**src/rtl/icache_fill_ctrl.sv**
```systemverilog
// Instruction-cache miss/refill controller: stalls fetch on a miss, streams one block in, commits it.
// Optional ICACHE_CRITICAL_WORD_FIRST_EN: request the missed word first and wrap the fill index.
module icache_fill_ctrl #(
   parameter int unsigned ADDR_WIDTH  = 32,
   parameter int unsigned DATA_WIDTH  = 32,
   parameter int unsigned BLOCK_WORDS = 4,
   localparam int unsigned WIDX       = $clog2(BLOCK_WORDS)
) (
   input  logic                  clk_i,
   input  logic                  reset_n_i,
   input  logic                  lookup_valid_i,
   input  logic                  lookup_hit_i,
   input  logic [ADDR_WIDTH-1:0] pc_f_i,
   input  logic                  ic_repl_permit_i,
   output logic                  instr_hit_f_o,
   output logic                  miss_busy_o,
   output logic                  mem_req_o,
   output logic [ADDR_WIDTH-1:0] mem_addr_o,
   input  logic                  mem_gnt_i,
   input  logic                  mem_rvalid_i,
   input  logic [DATA_WIDTH-1:0] mem_rdata_i,
   output logic                  fill_we_o,
   output logic [WIDX-1:0]       fill_word_o,
   output logic [DATA_WIDTH-1:0] fill_data_o,
   output logic [ADDR_WIDTH-1:0] fill_addr_o,
   output logic                  fill_commit_o
);

   localparam int unsigned BOFF = $clog2(BLOCK_WORDS * DATA_WIDTH / 8);
   localparam int unsigned WOFF = $clog2(DATA_WIDTH / 8);
   localparam logic [WIDX-1:0] LastBeat = WIDX'(BLOCK_WORDS - 1);

   typedef enum logic [1:0] {StIdle, StReq, StFill, StCommit} state_e;

   state_e                state_q, state_d;
   logic [ADDR_WIDTH-1:0] miss_addr_q, miss_addr_d;
   logic [WIDX-1:0]       word_q, word_d;

`ifdef ICACHE_CRITICAL_WORD_FIRST_EN
   // Beat count runs separately from the wrapping word index.
   logic [WIDX-1:0] beat_q, beat_d;
   logic            last_beat;

   assign last_beat  = (beat_q == LastBeat);
   assign mem_addr_o = {miss_addr_q[ADDR_WIDTH-1:WOFF], {WOFF{1'b0}}};

   always_ff @(posedge clk_i or negedge reset_n_i) begin
      if (!reset_n_i) beat_q <= '0;
      else            beat_q <= beat_d;
   end
`else
   logic last_beat;

   assign last_beat  = (word_q == LastBeat);
   assign mem_addr_o = {miss_addr_q[ADDR_WIDTH-1:BOFF], {BOFF{1'b0}}};
`endif

   assign fill_word_o = word_q;
   assign fill_data_o = mem_rdata_i;
   assign fill_addr_o = miss_addr_q;

   always_ff @(posedge clk_i or negedge reset_n_i) begin
      if (!reset_n_i) begin
         state_q     <= StIdle;
         miss_addr_q <= '0;
         word_q      <= '0;
      end else begin
         state_q     <= state_d;
         miss_addr_q <= miss_addr_d;
         word_q      <= word_d;
      end
   end

   always_comb begin
      state_d       = state_q;
      miss_addr_d   = miss_addr_q;
      word_d        = word_q;
`ifdef ICACHE_CRITICAL_WORD_FIRST_EN
      beat_d        = beat_q;
`endif
      instr_hit_f_o = 1'b0;
      miss_busy_o   = 1'b1;
      mem_req_o     = 1'b0;
      fill_we_o     = 1'b0;
      fill_commit_o = 1'b0;
      unique case (state_q)
         StIdle: begin
            miss_busy_o   = 1'b0;
            instr_hit_f_o = ~lookup_valid_i | lookup_hit_i;
            if (lookup_valid_i && !lookup_hit_i) begin
               miss_addr_d = pc_f_i;
`ifdef ICACHE_CRITICAL_WORD_FIRST_EN
               word_d      = pc_f_i[WOFF +: WIDX];
               beat_d      = '0;
`else
               word_d      = '0;
`endif
               state_d     = StReq;
            end
         end
         StReq: begin
            mem_req_o = 1'b1;
            if (mem_gnt_i) state_d = StFill;
         end
         StFill: begin
            if (mem_rvalid_i) begin
               fill_we_o = 1'b1;
               word_d    = word_q + 1'b1;
`ifdef ICACHE_CRITICAL_WORD_FIRST_EN
               beat_d    = beat_q + 1'b1;
`endif
               if (last_beat) state_d = StCommit;
            end
         end
         StCommit: begin
            // Wrong-path misses drop the block: data words land but valid/tag never get set.
            fill_commit_o = ic_repl_permit_i;
            state_d       = StIdle;
         end
         default: state_d = StIdle;
      endcase
   end

endmodule

```
**config.mk**
```make
export PLATFORM = sky130hd
export DESIGN_NAME = icache_fill_ctrl
export DESIGN_NICKNAME = d
export VERILOG_FILES = /design/src/rtl/icache_fill_ctrl.sv
export SDC_FILE = /design/constraint.sdc
export NUM_CORES = 1
export LEC_CHECK = 0
export CAP_MARGIN = 0
export CORE_ASPECT_RATIO = 2
export CORE_UTILIZATION = 35
export CTS_CLUSTER_SIZE = 25
export DETAILED_ROUTE_END_ITERATION = 16
export PLACE_DENSITY_LB_ADDON = 0.08
export SKIP_CTS_REPAIR_TIMING = 1
export SLEW_MARGIN = 10
export SYNTH_ARGS = -nofsm -noshare
export SYNTH_HDL_FRONTEND = slang
export SYNTH_SLANG_ARGS = --single-unit
```
**constraint.sdc**
```tcl
create_clock -name clk_i -period 3.4 [get_ports clk_i]
set_clock_uncertainty 0.2 [all_clocks]
set_input_delay 0.68 -clock clk_i [delete_from_list [all_inputs] [get_ports clk_i]]
set_output_delay 0.68 -clock clk_i [all_outputs]
set_load 0.005 [all_outputs]
```
== After elaboration in Yosys (flattened, before gate mapping) ==
Cells that the tools add are included.
Cells by class
  $add $sub $neg: 1
  equal/unequal tests: 8
  mux-type cells: 14
  bitwise gates (word level): 2
  reduce and logical (&&, ||, !) cells: 7
Operator list (count)
  two-way mux 2 bit: 6
  != test 2 bit, second input constant: 4
  case mux 2 bit (4 select lines): 1
  == test 2 bit, second input constant: 3
  two-way mux 1 bit: 6
  case mux 2 bit (2 select lines): 1
  AND reduction 4 bit: 1
  AND reduction 3 bit: 1
  adder 2 x 1 -> 2 bit, second input constant: 1
  == test 2 x 1 -> 1 bit, second input constant: 1
  zero test 2 bit: 1
  AND reduction 2 bit: 1
  nonzero test 2 bit: 1
  logical AND 1 bit: 1
  zero test 1 bit: 1
  inverter 1 bit: 1
  bitwise OR 1 bit: 1
Storage, ports and cells
  flip-flop bits (word level): 36
  bits of input ports: 71
  output and inout port bits: 103
  word-level logic and storage cells: 35

== Longest topological paths before layout ==
Gate-level depths: netlist of run 1.
  depth after elaboration: 4
  gate-level depth with buffers: 7
  mapped depth without buffers: 5

== Worst setup path before layout of run 1 ==
OpenSTA, ideal clock, no wires.
  path kind: input port to flip-flop
  start: input port lookup_hit_i
  end: register miss_addr_q[0], in the netlist fill_addr_o[0]
  library setup time: 125 ps
  arrival: 1612 ps
  data required time: 3075 ps
  path slack: 1463 ps
  stages on the path: 5
  buffers on the path: 2
  path through: nand2b_1 > or2_1 > buf_6 > buf_12 > mux2_4
On the way
  word-level cells in the longest chain between the ends: 3
RTL lines
  start, declared: RTL line 12  | input logic lookup_hit_i,
  zero test 1 bit: RTL line 90  | if (lookup_valid_i && !lookup_hit_i) begin
  logical AND 1 bit: RTL line 90
  AND reduction 2 bit (no line)
  end signal, assigned: RTL line 69  | miss_addr_q <= miss_addr_d;
  end, declared: RTL line 36  | logic [ADDR_WIDTH-1:0] miss_addr_q, miss_addr_d;
No other way between the ends.
A chain may end at the register's enable or synchronous reset.

== Worst setup path in the final report of run 1 ==
  start: input port lookup_hit_i
  end: output port instr_hit_f_o
On the way
  word-level cells in the longest chain between the ends: 2
RTL lines
  bitwise OR 1 bit: RTL line 89  | instr_hit_f_o = ~lookup_valid_i | lookup_hit_i;
  two-way mux 1 bit: RTL line 86  | unique case (state_q)
  end, declared: RTL line 15  | output logic instr_hit_f_o,
No other way between the ends.

==> results of run 1 <==
[how the worst min path moves through the flow]
stage                                          start                     endpoint  cells after the start  slack (ps)
after floorplan                            reset_n_i   fill_addr_o[0]$_DFFE_PN0P_                      0         180
after global placement    fill_addr_o[2]$_DFFE_PN0P_   fill_addr_o[2]$_DFFE_PN0P_                      1         300
final                                      reset_n_i  fill_addr_o[16]$_DFFE_PN0P_                      1         290
after global routing      fill_addr_o[0]$_DFFE_PN0P_   fill_addr_o[0]$_DFFE_PN0P_                      1         330
after CTS                 fill_addr_o[2]$_DFFE_PN0P_   fill_addr_o[2]$_DFFE_PN0P_                      1         310
after detailed placement  fill_addr_o[2]$_DFFE_PN0P_   fill_addr_o[2]$_DFFE_PN0P_                      1         300
[layer usage]
layer	routed length [microns]	vias up
met3	366	28
met5	0	-
met2	2590	85
met1	1370	626
li1	-	563
met4	145	0
[stage by stage]
step                      setup WS, ps  utilization (%)
after floorplan                   1460                -
after global placement             561             47.1
after detailed placement           575             47.1
after CTS                          562             49.7
after global routing               487             49.7
final                              568             49.7
[cells in the final DEF, fill, tap and decap left out, drive strengths merged]
cell type	count
a21oi	1
a221oi	1
and2	3
buf	2
clkbuf	7
clkdlybuf4s50	104
conb	4
dfrtp	36
ha	5
inv	5
mux2	33
nand2	3
nand2b	1
nand3b	2
nor2	1
nor2b	1
o221ai	2
o32a	1
or2	1
[kinds of logic after synthesis]
family          count (synthesis)  synth area share [%]
buf+inv                        73                  26.8
flops                          36                  42.3
mux                            33                  22.7
simple gates                   12                  3.17
compound gates                  5                  1.94
fa+ha+maj                       5                  2.94
other cells                     1                 0.176
[area by class of cell]
cell class / instances / area [sq um]
Clock buffer: 7 / 153
Tap cell: 61 / 76.3
Inverter: 5 / 18.8
Timing Repair Buffer: 106 / 1070
Sequential cell: 36 / 901
Fill cell: 539 / 2920
Multi-Input combinational cell: 59 / 671
[critical path, stage by stage]
cell	delay, ps
sky130_fd_sc_hd__clkdlybuf4s50_1	440
sky130_fd_sc_hd__nand2b_1	140
sky130_fd_sc_hd__and2_1	180
sky130_fd_sc_hd__clkdlybuf4s50_1	510
[where the power goes]
part | total [mW] | switching, mW | internal [mW]
Sequential | 0.829 | 0.180 | 0.649
Clock | 0.459 | 0.152 | 0.307
Combinational | 1.40 | 0.372 | 1.03
[state kept, by name (all words and copies together) (netlist names)]
| name | flops |
|---|---|
| fill_word_o | 2 |
| state_q | 2 |
| fill_addr_o | 32 |
==> metrics.md, run 1 <==
| Metric | Value |
|---|---|
| Tightest slew margin relative to the limit | `46.8%` |
| DRT iter0 DRCs | `27` |
| Ratio of cells with drive above 1 in the final layout | `20.7%` |
| Overall power of the completed layout | `2.69 mW` |
| Cell Count Post-Placement | `267` |
| Arrival @ worst endpoint | `1950 ps` |
| Number of buffers between clock root and the deepest sink | `2` |
| Final-layout setup total negative slack | `0 ps` |
| Nets@finish | `289` |
| Power per standard cell area | `932 nW/um^2` |
| Total congestion overflow after global routing | `0` |
| Vias in the first global route | `1417` |
| Root Buffer | `sky130_fd_sc_hd__clkbuf_16` |
| Critical path peak fanout | `4` |
| Top cells by area in the synthesized netlist | `sky130_fd_sc_hd__dfrtp_1 42%, sky130_fd_sc_hd__buf_4 23%, sky130_fd_sc_hd__mux2_4 21%` |
| Worst-path clk slew | `50 ps` |
| Largest net degree at the start of global routing | `37` |
| M2 GR Usage | `27.8%` |
| Outcome | `complete, but fails checks` |
| Worst R2R Path Depth | `6` |
| Yosys synthesis warning count | `0` |
| Most instantiated library cell after synthesis | `sky130_fd_sc_hd__buf_4` |
| Final period util | `83.3%` |
| Cell type contributing the most total cell area after synthesis | `sky130_fd_sc_hd__dfrtp_1` |
| Core Footprint | `5810 sq um` |
| Total DRC errors in the routed layout | `8` |
| Lkg Pwr | `1.32 nW` |
| Worst slack on hold paths | `294 ps` |
| Distinct cell type count after synthesis | `21` |
| Starting density of the core | `36.7%` |
| Routability congestion estimate from global placement | `0.689` |
| Vias after detailed routing | `1302` |
| R2r startpoint | `state_q[0]$_DFFE_PN0P_` |
| Busiest layer in global routing | `met2` |
| Number of nets still failing antenna checks after routing | `0` |
| Dpl hpwl | `3480 microns` |
| Element type at the critical path end | `output pin` |
| Synthesized instance count | `165` |
| Final hold violation count | `0` |
| Combined area of all synthesized cells | `2130 sq um` |
| Startpoint of the most critical setup path | `lookup_hit_i` |
| Input/output buffers | `105` |
| Slew of the pin with the lowest slew margin | `798 ps` |
| Placement Cell Area | `2730 sq um` |
| Number of antenna violations at the first check in global routing | `0` |
| Failing checks | `DRC` |
| Predominant post-synthesis flop cell | `sky130_fd_sc_hd__dfrtp_1` |
| Met3 usage | `3.57%` |
| End of the critical path | `instr_hit_f_o` |
| Total number of clock tree sinks | `36` |
| Worst min-delay path class | `primary input to asynchronous set/reset pin` |
| Total count of max-transition violations in the final report | `0` |
| Global routing usage on met1 | `12.5%` |
| Number of diodes added for antenna fixing | `0` |
| Insertion delay to the later sink of the worst-skew pair | `270 ps` |
| Die height | `112 microns` |
| Max_cap viols | `0` |
| Average routed wire per standard cell | `16.3 microns` |
| Average cell area after synthesis | `12.9 sq um` |
| Required arrival time at the worst endpoint | `2520 ps` |
| Ys async rst share | `100%` |
| Unrepaired setup endpoints after global routing | `false` |
| Total track usage | `14.0%` |
| Clock tree from TritonCTS | `done` |
| Post-detailed-route via-to-cell ratio | `4.75` |
| Flip-flop and latch count after synthesis | `36` |
| CTS HTree Levels | `2` |
| Most numerous cell types in the synthesized netlist | `64 x sky130_fd_sc_hd__buf_4, 36 x sky130_fd_sc_hd__dfrtp_1, 30 x sky130_fd_sc_hd__mux2_4` |
| Number of flops mapped to enable cells by yosys | `0` |
| Aggregate routed wire length | `4470 microns` |
| Top achievable clock speed | `353 MHz` |
| DRT Pass-1 Iters | `10` |
| Standard-cell rows | `39` |
| Die extent in x | `57.2 microns` |
| Worst-case register-to-register setup slack | `1200 ps` |
| Clock buffers created by TritonCTS | `5` |
| Critical path type | `primary input to output pin` |
| Wire length of the first global-routing pass | `6950 microns` |
| Number of cells in the finished layout apart from fillers | `274` |
| Peak supply drop | `0.000300 V` |
| Fraction of synthesized cell area taken by the top area cell type | `42.3%` |
| Startpoint class of the critical path | `primary input` |
| Terminus of the critical flop-to-flop path | `fill_addr_o[23]$_DFFE_PN0P_` |
| Final period demand of the worst path | `2830 ps` |
| Die area | `6420 sq um` |
| Number of ports placed on the die boundary | `174` |
| Growth of design area from synthesis to finish | `35.4%` |
| Final design instance area without fill | `2890 sq um` |
| # setup viols final | `0` |
| Post-synthesis sequential area ratio | `42.3%` |
No activity file was read; power rests on OpenSTA's default activity.
==> run 2, diff against run 1 <==
--- a/config.mk
+++ b/config.mk
@@ -7,7 +7,7 @@
 export LEC_CHECK = 0
 export CAP_MARGIN = 0
 export CORE_ASPECT_RATIO = 2
-export CORE_UTILIZATION = 35
+export CORE_UTILIZATION = 33
 export CTS_CLUSTER_SIZE = 25
 export DETAILED_ROUTE_END_ITERATION = 16
 export PLACE_DENSITY_LB_ADDON = 0.08
==> constraint.sdc (replaced) <==
create_clock -name clk_i -period 2.85 [get_ports clk_i]
set_clock_uncertainty 0.2 [all_clocks]
set_input_delay 0.57 -clock clk_i [delete_from_list [all_inputs] [get_ports clk_i]]
set_output_delay 0.57 -clock clk_i [all_outputs]
set_load 0.005 [all_outputs]
==> metrics.md, run 2 (synthesis gave the netlist of run 1 again) <==
| Metric | Value |
|---|---|
| Outcome | `complete, no violations` |
| Post-place setup slack | `235 ps (-341 ps)` |
| Power per standard cell area | `1160 nW/um^2 (+25%)` |
| Vias in the first global route | `1349 (-4.8%)` |
| Vias after detailed routing | `1294 (-0.61%)` |
| Total track usage | `13.3% (-0.69 points)` |
| Relative contribution of sequential cells to total power | `28.4% (-2.4 points)` |
| Number of buffers between clock root and the deepest sink | `2 (unchanged)` |
| Dpl hpwl | `3550 microns (+2.0%)` |
| Worst min-delay path class | `primary input to asynchronous set/reset pin` |
| Wire length of the first global-routing pass | `6710 microns (-3.4%)` |
| Die extent in x | `58.8 microns (+2.9%)` |
| Root Buffer | `sky130_fd_sc_hd__clkbuf_16` |
| Final Worst Setup Slack | `224 ps (-343 ps)` |
| Reported net switching power | `0.872 mW (+24%)` |
| Final-layout setup total negative slack | `0 ps (unchanged)` |
| Total congestion overflow after global routing | `0 (unchanged)` |
| Net switching fraction of the power | `25.2% (-1.0 points)` |
| Number of antenna violations at the first check in global routing | `0 (unchanged)` |
| P_int | `2.59 mW (+31%)` |
| Critical path type | `primary input to output pin` |
| Average routed wire per standard cell | `15.5 microns (-5.3%)` |
| Insertion delay to the later sink of the worst-skew pair | `270 ps (about the same)` |
| Worst-path clk slew | `50 ps (about the same)` |
| Fillcell total | `588 (+9.1%)` |
| Die height | `116 microns (+2.9%)` |
| Worst slack on hold paths | `189 ps (-105 ps)` |
| Clock buffers created by TritonCTS | `5 (unchanged)` |
| Largest net degree at the start of global routing | `37 (unchanged)` |
| Nets@finish | `289 (unchanged)` |
| Number of diodes added for antenna fixing | `0 (unchanged)` |
| Arrival @ worst endpoint | `1860 ps (-90 ps)` |
| Flip-flop count of the largest register, all copies and words added | `32 (unchanged)` |
| Tightest slew margin relative to the limit | `46.1% (-0.66 points)` |
| Peak supply drop | `0.000572 V (+91%)` |
| DRT iter0 DRCs | `25 (-7.4%)` |
| Most frequent standard cell in the layout excluding fill and tap cells | `sky130_fd_sc_hd__clkdlybuf4s50_1` |
| Die area | `6800 sq um (+5.9%)` |
| Final period demand of the worst path | `2630 ps` |
| Total DRC errors in the routed layout | `0 (-8)` |
| Startpoint class of the critical path | `primary input` |
| Total number of clock tree sinks | `36 (unchanged)` |
| Final hold violation count | `0 (unchanged)` |
| Standard-cell rows | `41 (+5.1%)` |
| Ratio of cells with drive above 1 in the final layout | `21.0% (+0.37 points)` |
| DRT Pass-1 Iters | `4 (-6)` |
| Relative contribution of combinational cells to total power | `48.9% (-3.2 points)` |
| Overall power of the completed layout | `3.47 mW (+29%)` |
| Total count of max-transition violations in the final report | `0 (unchanged)` |
| Required arrival time at the worst endpoint | `2080 ps (-440 ps)` |
| Growth of design area from synthesis to finish | `39.8%` |
| Number of nets still failing antenna checks after routing | `0 (unchanged)` |
| Starting density of the core | `34.0% (-2.6 points)` |
| Leading cell types in the layout, fill and taps excluded | `104 x sky130_fd_sc_hd__clkdlybuf4s50_1, 36 x sky130_fd_sc_hd__dfrtp_1, 30 x sky130_fd_sc_hd__mux2_4` |
| Post-detailed-route via-to-cell ratio | `4.31 (-9.2%)` |
| Core Footprint | `6260 sq um (+7.8%)` |
| Element type at the critical path end | `output pin` |
| Cell Count Post-Placement | `292 (+9.4%)` |
| CTS HTree Levels | `2 (unchanged)` |
| # setup viols final | `0 (unchanged)` |
| Aggregate routed wire length | `4640 microns (+3.7%)` |
| Number of ports placed on the die boundary | `174 (unchanged)` |
| Top achievable clock speed | `381 MHz` |
| Clock network fraction of total power | `22.7% (+5.6 points)` |
| Clock tree from TritonCTS | `done` |
| Number of cells in the finished layout apart from fillers | `300 (+9.5%)` |
| Routability congestion estimate from global placement | `0.736 (+6.9%)` |
| Slew of the pin with the lowest slew margin | `808 ps (+9.91 ps)` |
| Input/output buffers | `105 (unchanged)` |
| Critical path peak fanout | `4 (unchanged)` |
| Final period util | `92.1%` |
| Max_cap viols | `0 (unchanged)` |
| Lkg Pwr | `1.35 nW (+2.1%)` |
| Unrepaired setup endpoints after global routing | `false` |
==> run 2: cell count changes in the layout (fill, tap and decap cells not counted), sizes merged <==
cell,previous run,this run
clkbuf,7,5
bufinv,0,3
==> run 2: worst max-delay path, cell delays in order <==
cell and delay [ps]:
sky130_fd_sc_hd__clkdlybuf4s50_1 440, sky130_fd_sc_hd__nand2b_1 150, sky130_fd_sc_hd__and2_1 180, sky130_fd_sc_hd__clkdlybuf4s50_1 510
==> run 2: stage by stage <==
stage | cell area (sq um) | utilization [%]
floorplan | 2140 | -
global placement | 2760 | 44.2
detailed placement | 2760 | 44.2
CTS | 2980 | 47.6
global route | 2980 | 47.6
finish | 2980 | 47.6
==> run 2: final cells by class <==
cell class              count  area (sq um)  share of cell area [%]
inverters                   5          18.8                   0.630
multi-input cells          59           671                    22.5
flip-flops and latches     36           901                    30.2
repair buffers            106          1070                    35.8
well taps                  86           108                    3.61
clock buffers               5           125                    4.20
clock inverters             3          90.1                    3.02
==> run 2: layer usage <==
metal	wire [microns]	vias to the layer above	GRT usage [%]
met5	0	-	0
met2	2530	82	23.3
met1	1600	629	14.0
li1	-	563	-
met4	134	0	6.83
met3	370	20	3.79
==> run 2: power groups by stage <==
stage	clock network (mW)	logic, mW	registers [mW]
after detailed placement	0	1.70	0.996
final	0.788	1.70	0.984
after floorplan	0	0.937	0.981
after CTS	0.812	1.72	0.992
after global routing	0.833	1.82	1.02
after global placement	0	1.71	0.977
==> run 2: final timing paths <==
path                                            start                          end  slack (ps)  cells past startpoint
setup / recovery                         lookup_hit_i                instr_hit_f_o         220                      4
hold / removal                              reset_n_i  fill_addr_o[23]$_DFFE_PN0P_         190                      1
setup reg to reg               state_q[0]$_DFFE_PN0P_  fill_addr_o[12]$_DFFE_PN0P_         730                      6
hold reg to reg            fill_addr_o[2]$_DFFE_PN0P_   fill_addr_o[2]$_DFFE_PN0P_         310                      1
max in group asynchronous                   reset_n_i   fill_addr_o[4]$_DFFE_PN0P_        1750                      1
min in group clk_i         fill_addr_o[2]$_DFFE_PN0P_   fill_addr_o[2]$_DFFE_PN0P_         310                      1
